<file path="src/rtl/des_key_pkg.sv">
// Shared DES key-schedule tables, permutation/rotation helpers and FSM state type.
package des_key_pkg;

    localparam int unsigned KEY_W    = 64;
    localparam int unsigned CD_W     = 56;
    localparam int unsigned HALF_W   = 28;
    localparam int unsigned SUBKEY_W = 48;

    localparam logic [15:0] DES_SHIFT_MASK = 16'h8103;

    typedef enum logic {
        IDLE = 1'b0,
        RUN  = 1'b1
    } state_e;

    // Entries are 1-based bit numbers, bit 1 = MSB of the source word.
    localparam int unsigned PC1_TABLE [56] = '{
        57, 49, 41, 33, 25, 17,  9,
         1, 58, 50, 42, 34, 26, 18,
        10,  2, 59, 51, 43, 35, 27,
        19, 11,  3, 60, 52, 44, 36,
        63, 55, 47, 39, 31, 23, 15,
         7, 62, 54, 46, 38, 30, 22,
        14,  6, 61, 53, 45, 37, 29,
        21, 13,  5, 28, 20, 12,  4
    };

    localparam int unsigned PC2_TABLE [48] = '{
        14, 17, 11, 24,  1,  5,
         3, 28, 15,  6, 21, 10,
        23, 19, 12,  4, 26,  8,
        16,  7, 27, 20, 13,  2,
        41, 52, 31, 37, 47, 55,
        30, 40, 51, 45, 33, 48,
        44, 49, 39, 56, 34, 53,
        46, 42, 50, 36, 29, 32
    };

    function automatic logic [CD_W-1:0] pc1(input logic [KEY_W-1:0] key);
        logic [CD_W-1:0] cd;
        cd = '0;
        for (int i = 0; i < 56; i++) begin
            cd[6'(55 - i)] = key[6'(64 - PC1_TABLE[i])];
        end
        return cd;
    endfunction

    function automatic logic [SUBKEY_W-1:0] pc2(input logic [CD_W-1:0] cd);
        logic [SUBKEY_W-1:0] k;
        k = '0;
        for (int i = 0; i < 48; i++) begin
            k[6'(47 - i)] = cd[6'(56 - PC2_TABLE[i])];
        end
        return k;
    endfunction

    // Valid for n in 0..28.
    function automatic logic [HALF_W-1:0] rotl28(input logic [HALF_W-1:0] x,
                                                 input int unsigned n);
        logic [2*HALF_W-1:0] t;
        t = {x, x} << n;
        return t[2*HALF_W-1:HALF_W];
    endfunction

    function automatic logic [HALF_W-1:0] rotr28(input logic [HALF_W-1:0] x,
                                                 input int unsigned n);
        logic [2*HALF_W-1:0] t;
        t = {x, x} >> n;
        return t[HALF_W-1:0];
    endfunction

    // r is the 1-based round number.
    function automatic int unsigned shift_amt(input logic [15:0] mask, input int unsigned r);
        return mask[4'(r - 1)] ? 32'd1 : 32'd2;
    endfunction

    function automatic int unsigned total_shift(input logic [15:0] mask, input int unsigned rounds);
        int unsigned s;
        s = 0;
        for (int unsigned r = 1; r <= rounds; r++) begin
            s += shift_amt(mask, r);
        end
        return s;
    endfunction

endpackage

</file>
<file path="src/rtl/des_cd_rotator.sv">
// Combinational C/D half rotator: each 28-bit half rotates independently by 1 or 2.
module des_cd_rotator
    import des_key_pkg::*;
(
    input  logic [HALF_W-1:0] c_i,
    input  logic [HALF_W-1:0] d_i,
    input  logic              dir_right_i,
    input  logic              shift_two_i,
    output logic [HALF_W-1:0] c_o,
    output logic [HALF_W-1:0] d_o
);

    int unsigned amt;

    always_comb begin
        amt = shift_two_i ? 32'd2 : 32'd1;
        c_o = rotl28(c_i, amt);
        d_o = rotl28(d_i, amt);
        if (dir_right_i) begin
            c_o = rotr28(c_i, amt);
            d_o = rotr28(d_i, amt);
        end
    end

endmodule

</file>
<file path="src/rtl/des_key_scheduler.sv">
// Sequential DES key schedule: loads one key, streams ROUNDS subkeys through a
// single shared PC-2, in encrypt (K1..KN) or decrypt (KN..K1) order.
module des_key_scheduler
    import des_key_pkg::*;
#(
    parameter int unsigned ROUNDS     = 16,
    parameter logic [15:0] SHIFT_MASK = DES_SHIFT_MASK,
    parameter int unsigned RW         = $clog2(ROUNDS + 1)
) (
    input  logic                clk,
    input  logic                reset_n,
    input  logic                keyValid,
    output logic                keyReady,
    input  logic [KEY_W-1:0]    keyIn,
    input  logic                decrypt,
    output logic                subKeyValid,
    input  logic                subKeyReady,
    output logic [SUBKEY_W-1:0] subKey,
    output logic [RW-1:0]       roundNum,
    output logic                busy
);

    // Decrypt starts from the fully rotated state, which equals the state of the last round.
    localparam int unsigned TOTAL_ROT = total_shift(SHIFT_MASK, ROUNDS) % HALF_W;
    localparam int unsigned ENC_ROT   = shift_amt(SHIFT_MASK, 1);

    state_e            state_q, state_d;
    logic [HALF_W-1:0] c_q, c_d, d_q, d_d;
    logic [RW-1:0]     round_q, round_d;
    logic              mode_q, mode_d;

    logic [CD_W-1:0]   pc1_c;
    logic [HALF_W-1:0] c_load_c, d_load_c, c_rot_c, d_rot_c;
    logic [3:0]        mask_idx_c;
    logic              shift_two_c, last_c, run_c, load_c;

    // Next round's shift: encrypt uses shift(round+1), decrypt undoes shift(ROUNDS+1-round).
    always_comb begin
        mask_idx_c  = mode_q ? 4'(RW'(ROUNDS) - round_q) : 4'(round_q);
        shift_two_c = ~SHIFT_MASK[mask_idx_c];
    end

    des_cd_rotator u_rot (
        .c_i         (c_q),
        .d_i         (d_q),
        .dir_right_i (mode_q),
        .shift_two_i (shift_two_c),
        .c_o         (c_rot_c),
        .d_o         (d_rot_c)
    );

    always_comb begin
        pc1_c    = pc1(keyIn);
        c_load_c = rotl28(pc1_c[CD_W-1:HALF_W], ENC_ROT);
        d_load_c = rotl28(pc1_c[HALF_W-1:0], ENC_ROT);
        if (decrypt) begin
            c_load_c = rotl28(pc1_c[CD_W-1:HALF_W], TOTAL_ROT);
            d_load_c = rotl28(pc1_c[HALF_W-1:0], TOTAL_ROT);
        end
    end

    // Next-state and outputs; subKeyReady -> keyReady is a deliberate combinational path.
    always_comb begin
        state_d     = state_q;
        c_d         = c_q;
        d_d         = d_q;
        round_d     = round_q;
        mode_d      = mode_q;
        run_c       = (state_q == RUN);
        last_c      = (round_q == RW'(ROUNDS));
        keyReady    = reset_n && (!run_c || (last_c && subKeyReady));
        load_c      = keyValid && keyReady;
        subKeyValid = run_c;
        busy        = run_c;
        subKey      = pc2({c_q, d_q});
        roundNum    = '0;

        if (run_c) begin
            roundNum = mode_q ? (RW'(ROUNDS + 1) - round_q) : round_q;
        end

        if (run_c && subKeyReady) begin
            if (last_c) begin
                state_d = IDLE;
            end else begin
                round_d = round_q + RW'(1);
                c_d     = c_rot_c;
                d_d     = d_rot_c;
            end
        end

        if (load_c) begin
            state_d = RUN;
            mode_d  = decrypt;
            round_d = RW'(1);
            c_d     = c_load_c;
            d_d     = d_load_c;
        end
    end

    always_ff @(posedge clk) begin
        if (!reset_n) begin
            state_q <= IDLE;
            c_q     <= '0;
            d_q     <= '0;
            round_q <= '0;
            mode_q  <= 1'b0;
        end else begin
            state_q <= state_d;
            c_q     <= c_d;
            d_q     <= d_d;
            round_q <= round_d;
            mode_q  <= mode_d;
        end
    end

endmodule
</file>
<file path="config.mk">
export PLATFORM = sky130hd
export DESIGN_NAME = des_key_scheduler
export DESIGN_NICKNAME = d
export VERILOG_FILES = /design/src/rtl/des_key_pkg.sv /design/src/rtl/des_cd_rotator.sv /design/src/rtl/des_key_scheduler.sv
export SDC_FILE = /design/constraint.sdc
export NUM_CORES = 1
export LEC_CHECK = 0
export CORE_MARGIN = 4
export CORE_UTILIZATION = 35
export CTS_BUF_LIST = sky130_fd_sc_hd__clkbuf_2
export CTS_CLUSTER_SIZE = 10
export DETAILED_ROUTE_END_ITERATION = 6
export MAX_ROUTING_LAYER = met4
export PLACE_DENSITY = 0.67
export SLEW_MARGIN = 5
export SYNTH_ARGS = -nofsm -noshare
export SYNTH_HDL_FRONTEND = slang
export SYNTH_SLANG_ARGS = --single-unit
</file>
<file path="constraint.sdc">
create_clock -name clk -period 3.9 [get_ports clk]
set_input_delay 0.78 -clock clk [delete_from_list [all_inputs] [get_ports clk]]
set_output_delay 0.78 -clock clk [all_outputs]
set_load 0.005 [all_outputs]
</file>
== Yosys cells after proc, flatten, opt, wreduce, memory -nomap -nowiden ==
Memory sizes are Yosys's and may differ from the RTL's.
Cells that the tools add are included.

* Register bits: 63
* Latch bits: 0
* Memory bits (writable): 0
* ROM bits: 16
* Input port bits: 69
* Output and inout bits: 56
* Logic and storage cells: 52
* Memories: 1

{| class="wikitable"
|+ Memories
! memory !! words !! width !! rd ports !! clocked after memory_dff !! wr ports !! RTL line !! source
|-
| (name not given) || 16 || 1 || 1 || 0 || 0 || des_key_scheduler.sv:40 || <nowiki>shift_two_c = ~SHIFT_MASK[mask_idx_c];</nowiki>
|}

* Add/sub/neg operators: 3
* $mul: 0
* Div/mod/pow operators: 0
* Magnitude comparators: 1
* Equality and inequality tests: 2
* Shift-type cells: 4
* Multiplexer cells: 21
* Bitwise operators: 2
* Reductions and logical operators: 12

{| class="wikitable"
|+ Operators by type and width
! kind !! number
|-
| $mux 28 || 9
|-
| $shl 56x32->56 || 2
|-
| $shr 56x32->28 || 2
|-
| $mux 5 || 3
|-
| $mux 1 || 7
|-
| $reduce_and 2->1 || 3
|-
| $add 5x1->5 const B || 1
|-
| $eq 5x5->1 const B || 1
|-
| $lt 4x5->1 const B || 1
|-
| $sub 5x5->5 const A || 1
|-
| $logic_and 1x1->1 || 4
|-
| $mux 4 || 1
|-
| $reduce_bool 2->1 || 2
|-
| $sub 1x4->4 const A || 1
|-
| $mux 2 || 1
|-
| $ne 2x1->1 const B || 1
|-
| $not 1->1 || 2
|-
| $reduce_or 2->1 || 1
|-
| $logic_not 1->1 || 1
|-
| $logic_or 1x1->1 || 1
|}

== Logic depth before layout (Yosys ltp) ==
Gate-level depths: netlist of the first run.

* Word-level depth: 10
* Depth in mapped cells: 12
* Gate-level depth less buffers: 8

== Modules after synthesis ==
Synthesis of the first run repeated with hierarchy kept, for this count alone.

* Cell total of the unflattened synthesis: 442
* Area total of the unflattened synthesis: 4739.5 um^2

{| class="wikitable"
|+ Modules (own cells, without submodules)
! module !! instances !! cells each !! area an instance (um^2) !! seq. area each (um^2)
|-
| des_key_scheduler || 1 || 374 || 3349.5 || 1261.2
|-
| des_cd_rotator || 1 || 68 || 1390.1 || 0.0
|}

== Worst setup path before layout of the first run ==
No wires, ideal clock.

* Kind: register -> register
* Start point: register round_q[0]
* End point: register c_q[5]
* Library setup time: 0.122 ns
* Arrival time: 2.549 ns
* Data required time: 3.778 ns
* Path slack: 1.229 ns
* Stages on the path, launching flop included: 11
* Buffers on the path: 3
* Clock period less this slack: 2.671 ns
* Path through: dfxtp_1 -> buf_2 -> inv_1 -> ha_1 -> or4_4 -> o221a_1 -> buf_6 -> nand2_8 -> buf_8 -> mux4_2 -> o2bb2ai_1

* Longest elaborated chain between the ends: 10
* Elaborated cells on any way between the ends: 19
* Those cells by class: add/sub (1); eq/ne (2); shift (2); mux (7); reduce/logical (6); memory (1)

{| class="wikitable"
|+ RTL lines
! element !! RTL line !! source
|-
| start, declared || des_key_scheduler.sv:29 || <nowiki>logic [RW-1:0] round_q, round_d;</nowiki>
|-
| start signal, assigned || des_key_scheduler.sv:112 || <nowiki>round_q <= round_d;</nowiki>
|-
| $sub 1x4->4 || des_key_scheduler.sv:39 || <nowiki>mask_idx_c = mode_q ? 4'(RW'(ROUNDS) - round_q) : 4'(round_q);</nowiki>
|-
| $mux 4 || des_key_scheduler.sv:39 ||
|-
| $mem_v2 16x1 || - ||
|-
| $mux 1 (implied by the code) || des_key_scheduler.sv:40 ||
|-
| $mux 2 || des_cd_rotator.sv:16 || <nowiki>amt = shift_two_i ? 32'd2 : 32'd1;</nowiki>
|-
| $shl 56x32->56 / $shr 56x32->28 (equally long branches) || des_key_pkg.sv:61, des_key_pkg.sv:68 ||
|-
| $mux 28 || des_cd_rotator.sv:19 || <nowiki>if (dir_right_i) begin</nowiki>
|-
| $mux 28 || des_key_scheduler.sv:83 || <nowiki>if (last_c) begin</nowiki>
|-
| $mux 28 || des_key_scheduler.sv:82 || <nowiki>if (run_c && subKeyReady) begin</nowiki>
|-
| $mux 28 || des_key_scheduler.sv:92 || <nowiki>if (load_c) begin</nowiki>
|-
| end signal, assigned || des_key_scheduler.sv:104 || <nowiki>c_q <= '0;</nowiki>
|-
| end signal, assigned || des_key_scheduler.sv:110 || <nowiki>c_q <= c_d;</nowiki>
|-
| end, declared || des_key_scheduler.sv:28 || <nowiki>logic [HALF_W-1:0] c_q, c_d, d_q, d_d;</nowiki>
|}

Parallel ways exist; a longest one is shown, timed or not. The select of a mux whose other input is x is not followed.
A chain may end at the register's enable or synchronous reset.

== Worst setup path in the final report of the first run ==
* Start point: register mode_q
* End point: output roundNum[3]

* Longest elaborated chain between the ends: 2

{| class="wikitable"
|+ RTL lines
! element !! RTL line !! source
|-
| start, declared || des_key_scheduler.sv:30 || <nowiki>logic mode_q, mode_d;</nowiki>
|-
| start signal, assigned || des_key_scheduler.sv:113 || <nowiki>mode_q <= mode_d;</nowiki>
|-
| $mux 5 || des_key_scheduler.sv:79 || <nowiki>roundNum = mode_q ? (RW'(ROUNDS + 1) - round_q) : round_q;</nowiki>
|-
| $mux 5 || des_key_scheduler.sv:78 || <nowiki>if (run_c) begin</nowiki>
|-
| end, declared || des_key_scheduler.sv:19 || <nowiki>output logic [RW-1:0] roundNum,</nowiki>
|}

Every way passes these cells.

==> flow_summary.json, run 1 <==
{
  "worstSetupPathType": "register to primary output",
  "power_density_nw_per_um2": 309,
  "first_pass_iters": 6,
  "num-fill-cells": 1355,
  "drtAntennaViolNets": 0,
  "cp.arrival_ns": 2.63,
  "cts_max_level": 3,
  "drive_above_1_share": 0.115,
  "core_area_um2": 13900,
  "syn2layout_area_growth_pct": 12.5,
  "yosysWarnings": 0,
  "setup_viol": 0,
  "initial_utilization": 0.359,
  "hold_violations": 0,
  "synthFlopType": "dfxtp_1",
  "worst_setup_path_start_kind": "register",
  "synth_seq_cells": 63,
  "synth_most_common_cell": "a21oi_1",
  "grt_pass1_wl_um": 23600,
  "synth_common_cells": "a21oi_1 (71), dfxtp_1 (63), buf_4 (53), o21ai_0 (53), nand3_1 (47)",
  "synth-seq-area-share": 0.252,
  "numCtsBuffers": 9,
  "die-area_um2": 16300,
  "endpoint_kind": "primary output",
  "holdBufCountCts": 0,
  "grt-ovfl-total": 0,
  "post-route-period-util": 0.874,
  "syn-instance-count": 625,
  "vdd_drop_max_uv": 111,
  "synth.cell_area_um2": 5000,
  "design_area_um2": 5630,
  "cp_max_fo": 25,
  "required_ns": 3.12,
  "slew_viol_final": 0,
  "rsz0062_at_grt": "false",
  "final_nets": 701,
  "syn_avg_cell_area_um2": 8.00,
  "drc_errors": 0,
  "leakage_nw": 2.02,
  "avgViaCountPerCell": 6.12,
  "post-place-ws_ns": 0.741,
  "wl_per_cell_um": 17.8,
  "fmaxAchievable_mhz": 293,
  "synth_top_cell_area_share": 0.252,
  "r2r_cells": 8,
  "clk_latency_ns": 0.56,
  "synth.distinct_cells": 68,
  "hpwl_um": 9170,
  "tightest_slew_ns": 1.33,
  "gp_congestion": 0.892,
  "maxCapViolations": 0,
  "synth_area_leaders": "dfxtp_1 (25%), buf_4 (8.0%), a21oi_1 (7.1%)",
  "synth_top_cell_by_area": "dfxtp_1",
  "io_pins": 125,
  "grtUsageTotal": 0.179,
  "antenna_found_initial": 0,
  "clock_sinks": 63,
  "die_w_um": 128,
  "grt_pass1_vias": 4601,
  "slew_headroom": 0.110,
  "cts_resized": 0,
  "setup_ws_ns": 0.492,
  "finClkSkew_ns": 0.0709,
  "synthArstFlopShare": 0,
  "synth_edf_count": 0,
  "cts-root-buf": "clkbuf_2",
  "status": "finished clean",
  "path_clk_slew_ns": 0.21,
  "via_count": 4973,
  "rows": 43,
  "min_path_type": "register to register",
  "finalSetupTns_ns": 0,
  "period_needed_ns": 3.41,
  "drt_iter0_markers": 715,
  "n_antenna_cell": 0,
  "place_area_um2": 5460,
  "grt_max_degree": 51,
  "cts_tree": "built",
  "drt_wl_total_um": 14500,
  "die_y_um": 128,
  "min_path_cells": 1,
  "cts_setup_buffers": 0,
  "io_buffer_count": 76,
  "clk_path_buf_depth": 2
}
[power by group]
group | internal (mW) | switching, mW
Combinational | 0.209 | 0.219
Sequential | 0.684 | 0.0653
Clock | 0.278 | 0.284
[state kept, by name, summed over array words and instances, names as in the netlist, named ones only]
name	flops
round_q	5
d_q	28
c_q	25
mode_q	1
busy	1
[path summary, 6_finish.rpt]
check,start,end,slack [ns]
setup / recovery,mode_q,roundNum[3],0.49
hold reg to reg,c_q[19],c_q[19],0.51
setup reg to reg,round_q[0],d_q[24],0.62
hold / removal,c_q[19],c_q[19],0.51
[critical path: stages (launching register included)]
cell	delay (ns)
dfxtp_2	0.70
inv_2	0.11
buf_4	0.23
or3_1	0.35
a21boi_0	0.18
clkdlybuf4s50_1	0.53
[metrics by stage]
step	hold slack, ns	std cells	utilization	power [mW]
2_1_floorplan	0.451	640	-	1.06
4_1_cts	0.513	813	0.404	1.74
6_report	0.513	813	0.404	1.74
3_3_place_gp	0.464	797	0.392	1.18
3_5_place_dp	0.471	797	0.392	1.18
5_1_grt	0.546	813	0.404	1.82
[metal layers]
layer / vias to the layer above / wire length (um) / global-route usage
met5: - / 0 / -
li1: 2304 / - / -
met1: 2412 / 6260 / 0.231
met4: 0 / 248 / 0.0625
met2: 231 / 6900 / 0.285
met3: 26 / 1090 / 0.0268
[area by class of cell]
type / instances / area (um2) / share of cell area
sequential: 63 / 1260 / 0.224
clock inverter: 7 / 121 / 0.0216
clock buffer: 9 / 45.0 / 0.00801
timing repair buffer: 87 / 838 / 0.149
tap: 180 / 225 / 0.0400
multi-input combinational: 459 / 3100 / 0.551
inverter: 8 / 32.5 / 0.00578
[cells by family (layout without fill, tap and decap cells)]
logic type | after synthesis | count (layout) | share of synthesized area
and+or+nand+nor | 128 | 128 | 0.134
adders and majority gates | 4 | 4 | 0.0100
AOI/OAI and AO/OA | 261 | 261 | 0.348
DFF | 63 | 63 | 0.252
buffers and inverters | 118 | 111 | 0.140
muxes | 43 | 43 | 0.104
xor gates and xnor gates | 7 | 7 | 0.0123
other | 1 | 16 | 0.000750
[cells in the final DEF, fill, tap and decap left out, drive strengths merged, types with 3 or more instances in the layout]
cell           count
a211o             23
a31oi             30
ha                 4
inv                8
nor2b              7
mux4               5
clkbuf             9
o31a               3
clkdlybuf4s50     75
a21o              12
xor2               5
o21a               6
nor2               8
o21ai             57
a21boi             6
nand2b             3
clkinv             4
bufinv             3
a21oi             73
a211oi             7
o211ai             3
a311oi             3
conb              16
buf               12
and3               4
nand3             50
nand2             38
mux2              20
dfxtp             63
mux2i             18
o221ai            19
a22oi              3
and2               5
Power figures use the tool's default switching activity.
==> run 2: changes to the inputs <==
Settings changed: CTS_BUF_LIST sky130_fd_sc_hd__clkbuf_2 to sky130_fd_sc_hd__clkbuf_4 sky130_fd_sc_hd__clkbuf_8.
Clock period 3.9 ns to 3.2 ns, I/O delays scaled along.
==> run 2 against run 1 <==
Against the previous run: the flow now finishes with violations (DRC); worst setup slack got worse by 0.22 ns; final cell count rose by 0.37%; die area did not move; register-to-register slack got worse by 0.35 ns; clock skew fell by 0.056 ns; critical path depth rose by 3; first-iteration DRC count rose by 7.1%; via count fell by 0.42%; wire length rose by 0.53%; total power rose by 26%; clock power rose by 34%; utilization rose by 0.51 points; critical endpoint is now d_q[10]; highest routed layer unchanged.
==> flow_summary.json, run 2 (synthesized netlist as in run 1, its figures left out) <==
{
  "drive_above_1_share": 0.121,
  "power_frac_comb": 0.240,
  "cp_cell_sequence": "inv_1 -> ha_1 -> or4_4 -> o221ai_2 -> buf_4 -> a2111oi_0 -> a311o_1 -> a21oi_1",
  "post-route-period-util": 0.915,
  "power_density_nw_per_um2": 384,
  "core_area_um2": 13900,
  "io_buffer_count": 76,
  "clk_path_buf_depth": 2,
  "worstSetupPathType": "register to register",
  "die_w_um": 128,
  "initial_utilization": 0.359,
  "hold_violations": 0,
  "swShare": 0.306,
  "mostFrequentLayoutCell": "clkdlybuf4s50_1",
  "finalSetupTns_ns": 0,
  "period_needed_ns": 2.93,
  "design_power_total_mw": 2.19,
  "p_int_mw": 1.52,
  "worst_setup_path_start_kind": "register",
  "clock_sinks": 63,
  "rsz0062_at_grt": "false",
  "final_nets": 704,
  "fmaxAchievable_mhz": 342,
  "critPathMaxStageDelay_ns": 0.56,
  "grt-ovfl-total": 0,
  "grt_max_degree": 51,
  "numCtsBuffers": 9,
  "violations": "DRC",
  "n_antenna_cell": 0,
  "die-area_um2": 16300,
  "cts_max_level": 3,
  "cp_max_fo": 50,
  "endpoint_kind": "register",
  "p_clk_frac": 0.343,
  "slew_headroom": 0.435,
  "critPathSlowestCell": "or4_4",
  "die_y_um": 128,
  "syn2layout_area_growth_pct": 14.0,
  "vdd_drop_max_uv": 149,
  "rows": 43,
  "maxCapViolations": 0,
  "antenna_found_initial": 0,
  "grtUsageTotal": 0.177,
  "grt_pass1_vias": 4646,
  "slew_viol_final": 0,
  "netSwitchingPower_mw": 0.669,
  "drtAntennaViolNets": 0,
  "cts_tree": "built",
  "drc_errors": 5,
  "top_register": "d_q",
  "required_ns": 3.49,
  "status": "finished, violations left",
  "drt_wl_total_um": 14600,
  "first_pass_iters": 7,
  "grt_pass1_wl_um": 23300,
  "leakage_nw": 2.05,
  "cp.arrival_ns": 3.21,
  "utilization": 0.409,
  "setup_viol": 0,
  "wl_per_cell_um": 17.9,
  "io_pins": 125,
  "hpwl_um": 9350,
  "clk_latency_ns": 0.35,
  "avgViaCountPerCell": 6.07,
  "pwr-share-seq": 0.416,
  "gp_congestion": 0.877,
  "timing.hold.ws_ns": 0.488,
  "largest_reg_flops": 28,
  "finClkSkew_ns": 0.0146,
  "mostFrequentLayoutCells": "clkdlybuf4s50_1 (75), a21oi_1 (71), dfxtp_1 (62), o21ai_0 (53), nand3_1 (47)",
  "path_clk_slew_ns": 0.08,
  "drt_iter0_markers": 766,
  "cts_setup_buffers": 0,
  "cts-root-buf": "clkbuf_8",
  "via_count": 4952,
  "tightest_slew_ns": 0.847,
  "min_path_type": "register to register",
  "reg_top3": "d_q (28), c_q (25), round_q (5)"
}
## run 2: cell count changes in the layout (fill, tap and decap cells not counted)
cell / delta
clkbuf_8: +12
bufinv_16: -2
clkinv_4: -3
clkbuf_4: +1
clkbuf_2: -9
nor2_1: -1
nor2_2: +1
clkinv_2: +1
buf_4: +3
## run 2: final timing paths
check | startpoint | end | slack, ns | cells past startpoint
setup / recovery | round_q[0] | d_q[10] | 0.27 | 8
setup reg to reg | round_q[0] | d_q[10] | 0.27 | 8
hold reg to reg | c_q[24] | c_q[24] | 0.49 | 1
hold / removal | c_q[24] | c_q[24] | 0.49 | 1
## run 2: cell type report
type                       count  area (um2)
clock buffer                  13         173
clock inverter                 3        40.0
fill                        1370        8240
inverter                       8        32.5
multi-input combinational    459        3100
sequential                    63        1260
tap                          180         225
timing repair buffer          90         861
## run 2: worst max-delay path: cells and delay by family, from the launching register on
kind | cells | cell delay (ns)
AO/OA/AOI/OAI | 4 | 0.86
adder cells (fa/ha/maj) | 1 | 0.34
buffers and inverters | 2 | 0.57
flip-flops | 1 | 0.51
AND/OR/NAND/NOR | 1 | 0.56
## run 2: power groups by stage
stage               clock (mW)  combinational (mW)  sequential [mW]
floorplan                    0               0.404            0.890
finish                   0.751               0.526            0.911
detailed placement           0               0.520            0.925
global route             0.800               0.574            0.917
CTS                      0.760               0.523            0.908
global placement             0               0.514            0.924
## run 2: metrics by stage
stage | cells | setup slack, ns | cell area [um2]
2_1_floorplan | 640 | 0.529 | 5060
3_3_place_gp | 800 | 0.155 | 5480
3_5_place_dp | 800 | 0.124 | 5480
4_1_cts | 816 | 0.105 | 5700
5_1_grt | 816 | 0.0778 | 5700
6_report | 816 | 0.272 | 5700
## run 2: layer usage
metal,wire (um),up-vias,global-route usage,part of all wire
li1,-,2304,-,-
met1,6240,2371,0.225,0.43
met2,6940,245,0.280,0.48
met3,1080,32,0.0301,0.074
met4,318,0,0.0681,0.022
met5,0,-,-,0
## run 2: timing repair
action	in CTS	in global routing
resized for setup	0	1
hold buffers	0	0
endpoints found under the setup margin	0	7
==> run 3: changes to the inputs <==
Settings changed: CORE_UTILIZATION 35 to 52, GPL_TIMING_DRIVEN set to 0, PLACE_DENSITY 0.67 to 0.91.
==> run 3 against run 2 <==
Against the previous run: the flow now finishes without violations; final cell count is 5.4% higher; total power up 8.8%; non-clock buffer count is 95 higher; clock power is 7.9% higher; worst setup slack lost 0.22 ns; sequential share of layout area fell by 1.8 points; first-iteration DRC count shrank 0.65%; flip-flop and latch count unchanged; die area shrank 31%; clock skew is 0.0022 ns lower; critical path type is now input port to primary output.
==> flow_summary.json, run 3 (synthesized netlist as in run 1, its figures left out) <==
{
  "status": "finished clean",
  "die_y_um": 106,
  "post-place-cells": 844,
  "avgViaCountPerCell": 6.60,
  "cp_cell_sequence": "clkdlybuf4s50_1 -> buf_2 -> clkbuf_4 -> nor2b_1 -> clkdlybuf4s50_1",
  "critPathSlowestCell": "clkdlybuf4s50_1",
  "required_ns": 2.56,
  "drc_errors": 0,
  "cp-endpoint": "keyReady",
  "die_w_um": 106,
  "endpoint_kind": "primary output",
  "gp_congestion": 1.00,
  "slew_viol_final": 0,
  "rr_endpoint": "d_q[25]",
  "critPathMaxStageDelay_ns": 0.60,
  "seqCellArea_um2": 1260,
  "power_density_nw_per_um2": 384,
  "ff2ff_setup_slack_ns": 0.12,
  "slew_headroom": 0.384,
  "path_common_cell": "clkdlybuf4s50_1",
  "r2r_cells": 9,
  "mostFrequentLayoutCells": "clkdlybuf4s50_1 (75), a21oi_1 (71), dfxtp_1 (63), o21ai_0 (53), buf_4 (53)",
  "n_antenna_cell": 0,
  "core_area_um2": 9280,
  "final_nets": 799,
  "worstSetupPathType": "input port to primary output",
  "fmaxAchievable_mhz": 318,
  "worst_setup_path_start_kind": "input port",
  "cts_setup_buffers": 0,
  "grt_pass1_wl_um": 28700,
  "via_count": 5672,
  "grt_pass1_vias": 5502,
  "place_area_um2": 5970,
  "setup_viol": 0,
  "reg2reg_from": "round_q[1]",
  "top_register": "d_q",
  "drive_above_1_share": 0.176,
  "cp_num_buf_inv": 4,
  "tightest_slew_ns": 0.921,
  "path_clk_slew_ns": 0.07,
  "finClkSkew_ns": 0.0124,
  "io_buffer_count": 75,
  "design_area_um2": 6200,
  "vdd_drop_max_uv": 224,
  "initial_utilization": 0.539,
  "hold_violations": 0,
  "period_needed_ns": 3.15,
  "largest_reg_flops": 28,
  "mostFrequentLayoutCell": "clkdlybuf4s50_1",
  "clock_sinks": 63,
  "post-place-ws_ns": -0.287,
  "die-area_um2": 11200,
  "grt_max_degree": 13,
  "post-route-period-util": 0.983,
  "hpwl_um": 13200,
  "maxCapViolations": 0,
  "num-fill-cells": 785,
  "clk_path_buf_depth": 2,
  "cp-startpoint": "reset_n",
  "fin_cells": 860,
  "io_pins": 125,
  "grtUsageTotal": 0.329,
  "setup_ws_ns": 0.0549,
  "first_pass_iters": 6,
  "cts-root-buf": "clkbuf_8",
  "cts_tree": "built",
  "clk_latency_ns": 0.35,
  "min_path_type": "register to register",
  "rows": 35,
  "antenna_found_initial": 0,
  "syn2layout_area_growth_pct": 24.0,
  "design_power_total_mw": 2.38,
  "path_delay_family": "buffers and inverters",
  "drt_iter0_markers": 761,
  "reg_top3": "d_q (28), c_q (25), round_q (5)",
  "cp.arrival_ns": 2.51,
  "cts_max_level": 3,
  "wl_per_cell_um": 21.8,
  "numCtsBuffers": 9,
  "worstSetupPathDepth": 5,
  "grt-ovfl-total": 0,
  "rsz0062_at_grt": "false",
  "drt_wl_total_um": 18800,
  "leakage_nw": 2.39,
  "drtAntennaViolNets": 0,
  "cp_max_fo": 10,
  "multi_input_area_um2": 3100,
  "holdBufCountCts": 0
}
run 3: routing by layer:
layer | global-route usage | share of wire
met3 | 0.0674 | 0.13
met2 | 0.514 | 0.46
met5 | - | 0
met4 | 0.169 | 0.043
met1 | 0.402 | 0.37
run 3: how the worst min path moves through the flow:
| stage | startpoint | end | slack [ns] | cells after the start |
|---|---|---|---|---|
| 2_1_floorplan | c_q[10] | c_q[10] | 0.45 | 1 |
| 3_3_place_gp | c_q[25] | c_q[25] | 0.46 | 1 |
| 3_5_place_dp | c_q[25] | c_q[25] | 0.47 | 1 |
| 4_1_cts | c_q[25] | c_q[25] | 0.49 | 1 |
| 5_1_grt | c_q[24] | c_q[24] | 0.52 | 1 |
| 6_report | c_q[23] | c_q[23] | 0.49 | 1 |
run 3: layout make-up:
type / instances / area share
multi-input combinational: 459 / 0.500
sequential: 63 / 0.203
timing repair buffer: 75 / 0.121
buffer: 110 / 0.108
tap: 129 / 0.0260
clock buffer: 9 / 0.0200
clock inverter: 7 / 0.0157
inverter: 8 / 0.00525
run 3: what timing repair did:
item,4_1_cts,5_1_grt
setup endpoints to repair,1,2
gates resized for setup,2,4
hold endpoints to repair,0,0
run 3: power by group:
| group | total, mW | internal (mW) | switching, mW | leakage, nW |
|---|---|---|---|---|
| Sequential | 0.907 | 0.831 | 0.0757 | 0.516 |
| Clock | 0.810 | 0.440 | 0.371 | 0.105 |
| Combinational | 0.663 | 0.325 | 0.339 | 1.76 |
| Total | 2.38 | 1.60 | 0.785 | 2.39 |
run 3: through the flow:
stage | util | TNS, ns | hold WS, ns
after floorplan | - | 0 | 0.451
after global placement | 0.643 | -0.264 | 0.459
after detailed placement | 0.643 | -0.287 | 0.467
after CTS | 0.667 | 0 | 0.485
after global routing | 0.668 | 0 | 0.519
final | 0.668 | 0 | 0.493
